[config.mk]
export PLATFORM = sky130hd
export DESIGN_NAME = bitwise_logic_unit
export DESIGN_NICKNAME = d
export VERILOG_FILES = /design/src/rtl/bitwise_logic_unit.sv
export SDC_FILE = /design/constraint.sdc
export NUM_CORES = 1
export LEC_CHECK = 0
export ABC_CLOCK_PERIOD_IN_PS = 8700
export BUFFER_PORTS_ARGS = -buffer_cell sky130_fd_sc_hd__buf_2
export CAP_MARGIN = 10
export CELL_PAD_IN_SITES_DETAIL_PLACEMENT = 1
export CELL_PAD_IN_SITES_GLOBAL_PLACEMENT = 1
export CORE_MARGIN = 1.5
export CORE_UTILIZATION = 40
export DETAILED_ROUTE_END_ITERATION = 6
export GPL_TIMING_DRIVEN = 0
export PLACE_DENSITY_LB_ADDON = 0.1
export SLEW_MARGIN = 0
export SYNTH_ARGS = -nofsm -noshare
export SYNTH_HDL_FRONTEND = slang
export SYNTH_SLANG_ARGS = --single-unit
[constraint.sdc]
create_clock -name clock -period 8.7 [get_ports clock]
set_input_delay 0.435 -clock clock [delete_from_list [all_inputs] [get_ports clock]]
set_output_delay 0.435 -clock clock [all_outputs]
set_load 0.01 [all_outputs]
[src/rtl/bitwise_logic_unit.sv]
// Multi-cycle bitwise logic unit: AND/OR/XOR/NOR/NAND/XNOR/ANDN/PASS over SLICE-bit chunks.
// Latency WIDTH/SLICE cycles after the start edge; result_rdy pulses for one cycle with out.
// No backpressure: start is sampled only in IDLE and ignored while busy. Optional popcount via BITWISE_POPCOUNT_EN.
module bitwise_logic_unit #(
  parameter int WIDTH = 32,
  parameter int SLICE = 8
) (
  input  logic                       clock,
  input  logic                       reset,
  input  logic                       start,
  input  logic [2:0]                 ctrl_op,
  input  logic [WIDTH-1:0]           in_0,
  input  logic [WIDTH-1:0]           in_1,
  output logic [WIDTH-1:0]           out,
  output logic                       result_rdy,
  output logic                       busy,
  output logic                       out_zero
`ifdef BITWISE_POPCOUNT_EN
  ,
  output logic [$clog2(WIDTH+1)-1:0] popcount
`endif
);

  localparam int NSLICE = WIDTH / SLICE;
  localparam int CNT_W  = (NSLICE > 1) ? $clog2(NSLICE) : 1;
  localparam int PW     = $clog2(WIDTH + 1);
  localparam logic [CNT_W-1:0] LAST = CNT_W'(NSLICE - 1);

  localparam logic [2:0] OP_AND  = 3'b000;
  localparam logic [2:0] OP_OR   = 3'b001;
  localparam logic [2:0] OP_XOR  = 3'b010;
  localparam logic [2:0] OP_NOR  = 3'b011;
  localparam logic [2:0] OP_NAND = 3'b100;
  localparam logic [2:0] OP_XNOR = 3'b101;
  localparam logic [2:0] OP_ANDN = 3'b110;

  typedef enum logic {IDLE = 1'b0, RUN = 1'b1} state_t;

  state_t             state;
  state_t             state_nxt;
  logic [WIDTH-1:0]   a_q;
  logic [WIDTH-1:0]   b_q;
  logic [2:0]         op_q;
  logic [CNT_W-1:0]   cnt;
  logic [WIDTH-1:0]   acc;
  logic [WIDTH-1:0]   acc_full;
  logic [SLICE-1:0]   slice_a;
  logic [SLICE-1:0]   slice_b;
  logic [SLICE-1:0]   slice_res;
  logic               accept;
  logic               last_slice;

  // One slice of the selected logic function; every opcode is defined.
  function automatic logic [SLICE-1:0] slice_op(input logic [2:0] op,
                                                input logic [SLICE-1:0] a,
                                                input logic [SLICE-1:0] b);
    logic [SLICE-1:0] r;
    case (op)
      OP_AND:  r = a & b;
      OP_OR:   r = a | b;
      OP_XOR:  r = a ^ b;
      OP_NOR:  r = ~(a | b);
      OP_NAND: r = ~(a & b);
      OP_XNOR: r = ~(a ^ b);
      OP_ANDN: r = a & ~b;
      default: r = a;
    endcase
    return r;
  endfunction

  // State register.
  always_ff @(posedge clock) begin
    if (reset) state <= IDLE;
    else       state <= state_nxt;
  end

  // Next-state: start launches a run, last slice returns to IDLE.
  always_comb begin
    state_nxt = state;
    case (state)
      IDLE: if (start) state_nxt = RUN;
      RUN:  if (cnt == LAST) state_nxt = IDLE;
      default: state_nxt = IDLE;
    endcase
  end

  // Decoded control: busy, accept of a new request, final-slice strobe.
  always_comb begin
    busy       = (state == RUN);
    accept     = (state == IDLE) && start;
    last_slice = (state == RUN) && (cnt == LAST);
  end

  // Current slice operands, result, and the accumulator with that slice merged in.
  always_comb begin
    slice_a   = a_q[int'(cnt)*SLICE +: SLICE];
    slice_b   = b_q[int'(cnt)*SLICE +: SLICE];
    slice_res = slice_op(op_q, slice_a, slice_b);
    acc_full  = acc;
    acc_full[int'(cnt)*SLICE +: SLICE] = slice_res;
  end

  // Operand latch, slice counter and partial-result accumulator.
  always_ff @(posedge clock) begin
    if (reset) begin
      a_q  <= '0;
      b_q  <= '0;
      op_q <= '0;
      cnt  <= '0;
      acc  <= '0;
    end else if (accept) begin
      a_q  <= in_0;
      b_q  <= in_1;
      op_q <= ctrl_op;
      cnt  <= '0;
      acc  <= '0;
    end else if (state == RUN) begin
      acc <= acc_full;
      cnt <= last_slice ? '0 : cnt + 1'b1;
    end
  end

  // Visible outputs change only when a full result completes.
  always_ff @(posedge clock) begin
    if (reset) begin
      out        <= '0;
      out_zero   <= 1'b1;
      result_rdy <= 1'b0;
    end else begin
      result_rdy <= last_slice;
      if (last_slice) begin
        out      <= acc_full;
        out_zero <= (acc_full == '0);
      end
    end
  end

`ifdef BITWISE_POPCOUNT_EN
  logic [PW-1:0] pc_acc;
  logic [PW-1:0] pc_slice;

  // Ones in the slice being produced this cycle.
  always_comb begin
    pc_slice = '0;
    for (int i = 0; i < SLICE; i++) pc_slice = pc_slice + PW'(slice_res[i]);
  end

  // Running popcount accumulates per slice and lands with out.
  always_ff @(posedge clock) begin
    if (reset) begin
      pc_acc   <= '0;
      popcount <= '0;
    end else if (accept) begin
      pc_acc <= '0;
    end else if (state == RUN) begin
      pc_acc <= last_slice ? '0 : pc_acc + pc_slice;
      if (last_slice) popcount <= pc_acc + pc_slice;
    end
  end
`endif

endmodule

# ---- Word-level counts from Yosys, hierarchy flattened
# Cells that the tools add are included.
# Widths: inputs -> output; s select.
dict set report op_classes {
  add_sub_neg 2
  n_eq_ne 7
  n_shift 4
  muxes 6
  bitwise 9
  n_reduce_logical 5
}
# cell n
set op_table {}
lappend op_table {{$shiftx 32x6->8} 2}
lappend op_table {{$pmux 8 s7} 1}
lappend op_table {{$neg 5->33} 1}
lappend op_table {{$shift 8x33->32 const A} 1}
lappend op_table {{$shiftx 8x33->32} 1}
lappend op_table {{$bwmux 32} 1}
lappend op_table {{$logic_not 32->1} 1}
lappend op_table {{$not 8->8} 4}
lappend op_table {{$and 8x8->8} 2}
lappend op_table {{$eq 3x3->1 const B} 3}
lappend op_table {{$or 8x8->8} 1}
lappend op_table {{$xor 8x8->8} 1}
lappend op_table {{$eq 3x2->1 const B} 2}
lappend op_table {{$eq 3x1->1 const B} 1}
lappend op_table {{$logic_not 3->1} 1}
lappend op_table {{$add 2x1->2 const B} 1}
lappend op_table {{$eq 2x2->1 const B} 1}
lappend op_table {{$logic_and 1x1->1} 2}
lappend op_table {{$mux 1} 2}
lappend op_table {{$mux 2} 1}
lappend op_table {{$pmux 1 s2} 1}
lappend op_table {{$reduce_or 2->1} 1}
lappend op_table {{$not 1->1} 1}
dict set report word_totals {
  register_bits 136
  in_bits 70
  elab_cells 42
}

# ---- Depth between registers and ports, before layout
dict set report depth {
  word_depth 7
  mapped_depth 14
}

# ---- Worst setup path before layout
# OpenSTA, ideal clock, no wires.
dict set report synth_timing {
  kind {flip-flop to flip-flop}
  start {register cnt[0]}
  end {register out_zero}
  setup_ns 0.084
  t_arrival_ns 3.631
  path_slack_ns 4.985
  path_stages_with_launch 14
  path_buffers 3
  path_cell_list {dfxtp_1 > buf_6 > buf_4 > buf_1 > mux4_2 > inv_1 > ha_1 > or4bb_1 > nand4_1 > o32ai_2 > nor2_1 > o22a_1 > or4_4 > o31ai_2}
}
dict set report synth_between {
  elab_chain_len 7
  word_cells_on_any_way 18
}
# item line_no
set synth_rtl {}
lappend synth_rtl {{start: declaration} 44} ;# logic [CNT_W-1:0] cnt;
lappend synth_rtl {{start signal: assignment} 119} ;# cnt <= last_slice ? '0 : cnt + 1'b1;
lappend synth_rtl {{$shiftx 32x6->8, on equally long branches} {97, 96}}
lappend synth_rtl {{$not 8->8, or another cell as far along} 65} ;# OP_ANDN: r = a & ~b;
lappend synth_rtl {{$and 8x8->8, or another cell as far along} 65}
lappend synth_rtl {{$pmux 8 s7} 58} ;# case (op)
lappend synth_rtl {{$shiftx 8x33->32} 100} ;# acc_full[int'(cnt)*SLICE +: SLICE] = slice_res;
lappend synth_rtl {{$bwmux 32} 100}
lappend synth_rtl {{$logic_not 32->1} 133} ;# out_zero <= (acc_full == '0);
lappend synth_rtl {{end signal: assignment} 133}
lappend synth_rtl {{end: declaration} 17} ;# output logic out_zero
# Parallel ways exist; a longest one is shown, timed or not.
# A chain may end at the register's enable or synchronous reset.

# ---- Worst setup path after layout
# Ends and elaborated chain as after synthesis.

==> impl_table.tex <==
\begin{tabular}{lr}
\hline
Metric & Value \\
\hline
\multicolumn{2}{l}{\textbf{Drt}} \\
Total wire length & 21300 um \\
Number of vias per cell & 5.480 \\
Vias & 6050 \\
DR pass1 iterations & 4 \\
Number of antenna-violating nets in the routed design & 0 \\
Drt drc & 0 \\
Drt wl/cell & 19.30 um \\
Number of DRC violations after detailed-routing iteration 0 & 329 \\
\multicolumn{2}{l}{\textbf{Timing}} \\
Achievable frequency & 222.9 MHz \\
Pin slew with the least headroom to its limit & 0.8199 ns \\
Final setup viols & 0 \\
Final-report max-slew violation count & 0 \\
Fin Clk Skew & 0.007314 ns \\
RSZ-0062 raised after global routing & no \\
Minimum clock period & 4.486 ns \\
Hold slack final & 0.2537 ns \\
Fin crit share & 51.56\% \\
Sum of negative setup slack & 0 ns \\
Hold Fails Final Rpt & 0 \\
Max-Slew Margin vs Limit & 45.34\% \\
\multicolumn{2}{l}{\textbf{Synthesis}} \\
Summed instance area of the synthesized netlist & 6292 um\^{}2 \\
Number of distinct library cells after synthesis & 54 \\
Cell count after synthesis & 758 \\
Fraction of registers with async set or reset after synthesis & 0\% \\
Synthesized flop and latch total & 128 \\
Sequential cell area fraction in the yosys report & 40.72\% \\
Area share of the largest cell type after synthesis & 40.72\% \\
Synth top area cells & sky130\_fd\_sc\_hd\_\_dfxtp\_1 (41\%), sky130\_fd\_sc\_hd\_\_nand2\_1 (9.8\%), sky130\_fd\_sc\_hd\_\_a21oi\_1 (7.2\%) \\
Avg Cell Area, Syn & 8.301 um\^{}2 \\
Warnings from Yosys & 0 \\
Post-Synthesis Net Count & 857 \\
Post-synthesis cell type with the largest combined area & sky130\_fd\_sc\_hd\_\_dfxtp\_1 \\
Number of enable-type register cells in the synthesized netlist & 0 \\
Primary flip-flop cell chosen by synthesis mapping & sky130\_fd\_sc\_hd\_\_dfxtp\_1 \\
\multicolumn{2}{l}{\textbf{Power and ir drop}} \\
Power density over the cells & 204.0 nW/um\^{}2 \\
LEAKAGE & 3.028 nW \\
Post-layout total power & 1.566 mW \\
Worst VDD drop & 0.1363 mV \\
\multicolumn{2}{l}{\textbf{Clock tree}} \\
Clock transition at the register clock pins on the worst setup and hold paths after CTS & 0.06 ns \\
Clock Path Buffers & 2 \\
Post-cts resize count & 0 \\
Clock Sinks & 128 \\
CTS tree & built \\
Post-cts hold buffer count & 0 \\
Num CTS Buffers & 17 \\
H-tree lvl count & 4 \\
Clock insertion delay at the later pin of the skew report & 0.42 ns \\
Buffer count from post-CTS setup fixing & 0 \\
Clock Tree Root & sky130\_fd\_sc\_hd\_\_clkbuf\_16 \\
\multicolumn{2}{l}{\textbf{Critical path}} \\
Reg2reg end & out\_zero\$\_SDFFE\_PP1P\_ \\
Worst path top cell family by delay & buffers and inverters \\
Critical path type & reg2reg \\
Number of buffer and inverter stages on the critical path & 4 \\
Critical Path, Cell by Cell & buf\_6, buf\_4, buf\_1, mux4\_2, inv\_1, ha\_1, or4bb\_1, nand4\_1, o32ai\_2, nor2\_1, o22a\_1, or4\_4, o31ai\_2 \\
Number of cells on the worst reg-to-reg path & 13 \\
Worst endpoint required time & 9.04 ns \\
Crit end category & register \\
Slowest cell on the critical path & sky130\_fd\_sc\_hd\_\_buf\_1 \\
Maximum fanout along the worst path & 10 \\
Startpoint type of the worst setup path & register \\
Source of the worst register-to-register timing path & cnt[0]\$\_SDFFE\_PP0P\_ \\
FF-to-FF setup slack & 4.21 ns \\
Crit path DAT & 4.82 ns \\
Worst path max stage delay & 0.64 ns \\
\multicolumn{2}{l}{\textbf{Global routing}} \\
First-pass GRT wire length & 33890 um \\
Gr usage total & 27.10\% \\
Number of antenna violations at the first check in global routing & 0 \\
Vias in the first global route & 6379 \\
Maximum number of pins on one net before global-route repair & 17 \\
Total overflow reported by the global router & 0 \\
\multicolumn{2}{l}{\textbf{Final layout}} \\
Share of layout cells above drive strength 1 & 18.70\% \\
Synth-to-layout area growth & 21.95\% \\
Commonest non-fill, non-tap cell in the layout & sky130\_fd\_sc\_hd\_\_nand2\_1 \\
Commonest non-fill, non-tap cells in the layout & sky130\_fd\_sc\_hd\_\_nand2\_1 (164), sky130\_fd\_sc\_hd\_\_dfxtp\_1 (128), sky130\_fd\_sc\_hd\_\_buf\_2 (110), sky130\_fd\_sc\_hd\_\_a21oi\_1 (91), sky130\_fd\_sc\_hd\_\_nor2\_1 (63) \\
Final \#Nets & 980 \\
Number of antenna repair diodes & 0 \\
Count of non-filler cells in the finished layout & 1104 \\
\multicolumn{2}{l}{\textbf{Min path}} \\
Count of cells along the worst hold path & 3 \\
Critical hold path startpoint & in\_0[6] \\
Type of the worst min-delay path & in2reg \\
Min-Delay Endpoint & a\_q[6]\$\_SDFFE\_PP0P\_ \\
\multicolumn{2}{l}{\textbf{Floorplanning}} \\
Die Span X & 128.4 um \\
Starting density of the core & 41.24\% \\
Floorplan die height & 128.4 um \\
Number of rows in the core area & 45 \\
Number of top-level pins & 105 \\
Placeable core area & 15260 um\^{}2 \\
Die area & 16490 um\^{}2 \\
\multicolumn{2}{l}{\textbf{Outcome}} \\
Status & finished clean \\
\multicolumn{2}{l}{\textbf{Run}} \\
Max Cap Violations & 0 \\
\multicolumn{2}{l}{\textbf{Placement}} \\
Number of placed cells counting well taps & 1073 \\
Half-perimeter wire length after detailed placement & 16200 um \\
Routability congestion estimate from global placement & 0.8639 \\
Port-buffer cells & 104 \\
\hline
\end{tabular}
worst reg2reg max path, cell delays in order, from the launching register on:
cell and delay [ns]:
sky130_fd_sc_hd__dfxtp_1 0.37, sky130_fd_sc_hd__buf_6 0.15, sky130_fd_sc_hd__buf_4 0.20, sky130_fd_sc_hd__buf_1 0.64, sky130_fd_sc_hd__mux4_2 0.64, sky130_fd_sc_hd__inv_1 0.11, sky130_fd_sc_hd__ha_1 0.25, sky130_fd_sc_hd__or4bb_1 0.18
sky130_fd_sc_hd__nand4_1 0.10, sky130_fd_sc_hd__o32ai_2 0.59, sky130_fd_sc_hd__nor2_1 0.23, sky130_fd_sc_hd__o22a_1 0.24, sky130_fd_sc_hd__or4_4 0.51, sky130_fd_sc_hd__o31ai_2 0.21
through the flow:
| stage | instance area (um^2) | worst slack [ns] | util [%] |
|---|---|---|---|
| 2_1_floorplan | 6292 | 4.985 | - |
| 3_3_place_gp | 7077 | 4.271 | 46.38 |
| 3_5_place_dp | 7077 | 4.221 | 46.38 |
| 4_1_cts | 7674 | 4.217 | 50.29 |
| 5_1_grt | 7674 | 3.860 | 50.29 |
| 6_report | 7674 | 4.214 | 50.29 |
worst max path at each step:
stage	startpoint	to	slack [ns]	cells after the start
detailed placement	cnt[0]$_SDFFE_PP0P_	out_zero$_SDFFE_PP1P_	4.22	13
CTS	cnt[0]$_SDFFE_PP0P_	out_zero$_SDFFE_PP1P_	4.22	13
global route	cnt[0]$_SDFFE_PP0P_	out_zero$_SDFFE_PP1P_	3.86	13
finish	cnt[0]$_SDFFE_PP0P_	out_zero$_SDFFE_PP1P_	4.21	13
floorplan	cnt[0]$_SDFFE_PP0P_	out_zero$_SDFFE_PP1P_	4.98	13
global placement	cnt[0]$_SDFFE_PP0P_	out_zero$_SDFFE_PP1P_	4.27	13
power by group:
| group | switching (mW) | leakage, nW | total [mW] | internal (mW) |
|---|---|---|---|---|
| clock | 0.265 | 0.287 | 0.729 | 0.464 |
| combinational | 0.136 | 1.70 | 0.213 | 0.0768 |
| sequential | 0.0142 | 1.04 | 0.623 | 0.609 |
| total | 0.415 | 3.03 | 1.57 | 1.15 |
state kept, by name, indices dropped and copies added (netlist names):
name	cells
b_q	32
op_q	3
out	32
busy	1
a_q	32
cnt	2
acc	24
result_rdy	1
out_zero	1
final cells by class:
type,count,area [um^2]
Tap cell,211,264.0
Inverter,28,105.1
Multi-Input combinational cell,543,3366
Timing Repair Buffer,104,520.5
Sequential cell,128,2562
Clock buffer,22,464.2
Clock inverter,9,132.6
Buffer,59,259.0
Fill cell,1844,7585
kinds of logic (layout without fill, tap and decap cells):
group	count (synthesis)	in the layout	synth area share (%)
muxes	25	25	7.178
xor gates and xnor gates	6	6	0.8351
adders and majority gates	29	29	5.767
and+or+nand+nor	303	303	21.14
buffers and inverters	87	222	5.786
AOI/OAI and AO/OA	180	180	18.57
DFF	128	128	40.72
layer usage:
layer  wire length [um]  up-vias  track usage, %
met5                  0        -               0
met4                349        0           8.989
met3                863       23           4.407
met2              10060      150           45.45
met1              10030     2980           35.74
li1                   -     2897               -
synthesized netlist by cell type, types with 5 or more instances:
library cell and instances:
sky130_fd_sc_hd__a21oi_1 91, sky130_fd_sc_hd__ha_1 29, sky130_fd_sc_hd__buf_2 6, sky130_fd_sc_hd__o32a_1 5
sky130_fd_sc_hd__nor2_1 63, sky130_fd_sc_hd__a22oi_1 12, sky130_fd_sc_hd__xor2_1 6, sky130_fd_sc_hd__mux2i_1 8
sky130_fd_sc_hd__nand3_1 7, sky130_fd_sc_hd__a221oi_1 9, sky130_fd_sc_hd__buf_1 6, sky130_fd_sc_hd__nor2b_1 9
sky130_fd_sc_hd__mux4_2 12, sky130_fd_sc_hd__nand2_1 164, sky130_fd_sc_hd__nand4_1 5, sky130_fd_sc_hd__nand2b_1 14
sky130_fd_sc_hd__o22ai_1 5, sky130_fd_sc_hd__clkbuf_1 42, sky130_fd_sc_hd__nor3_1 19, sky130_fd_sc_hd__a211oi_1 25
sky130_fd_sc_hd__a32oi_1 9, sky130_fd_sc_hd__inv_1 28, sky130_fd_sc_hd__dfxtp_1 128
Note: power is estimated with default switching activity, not from simulation.
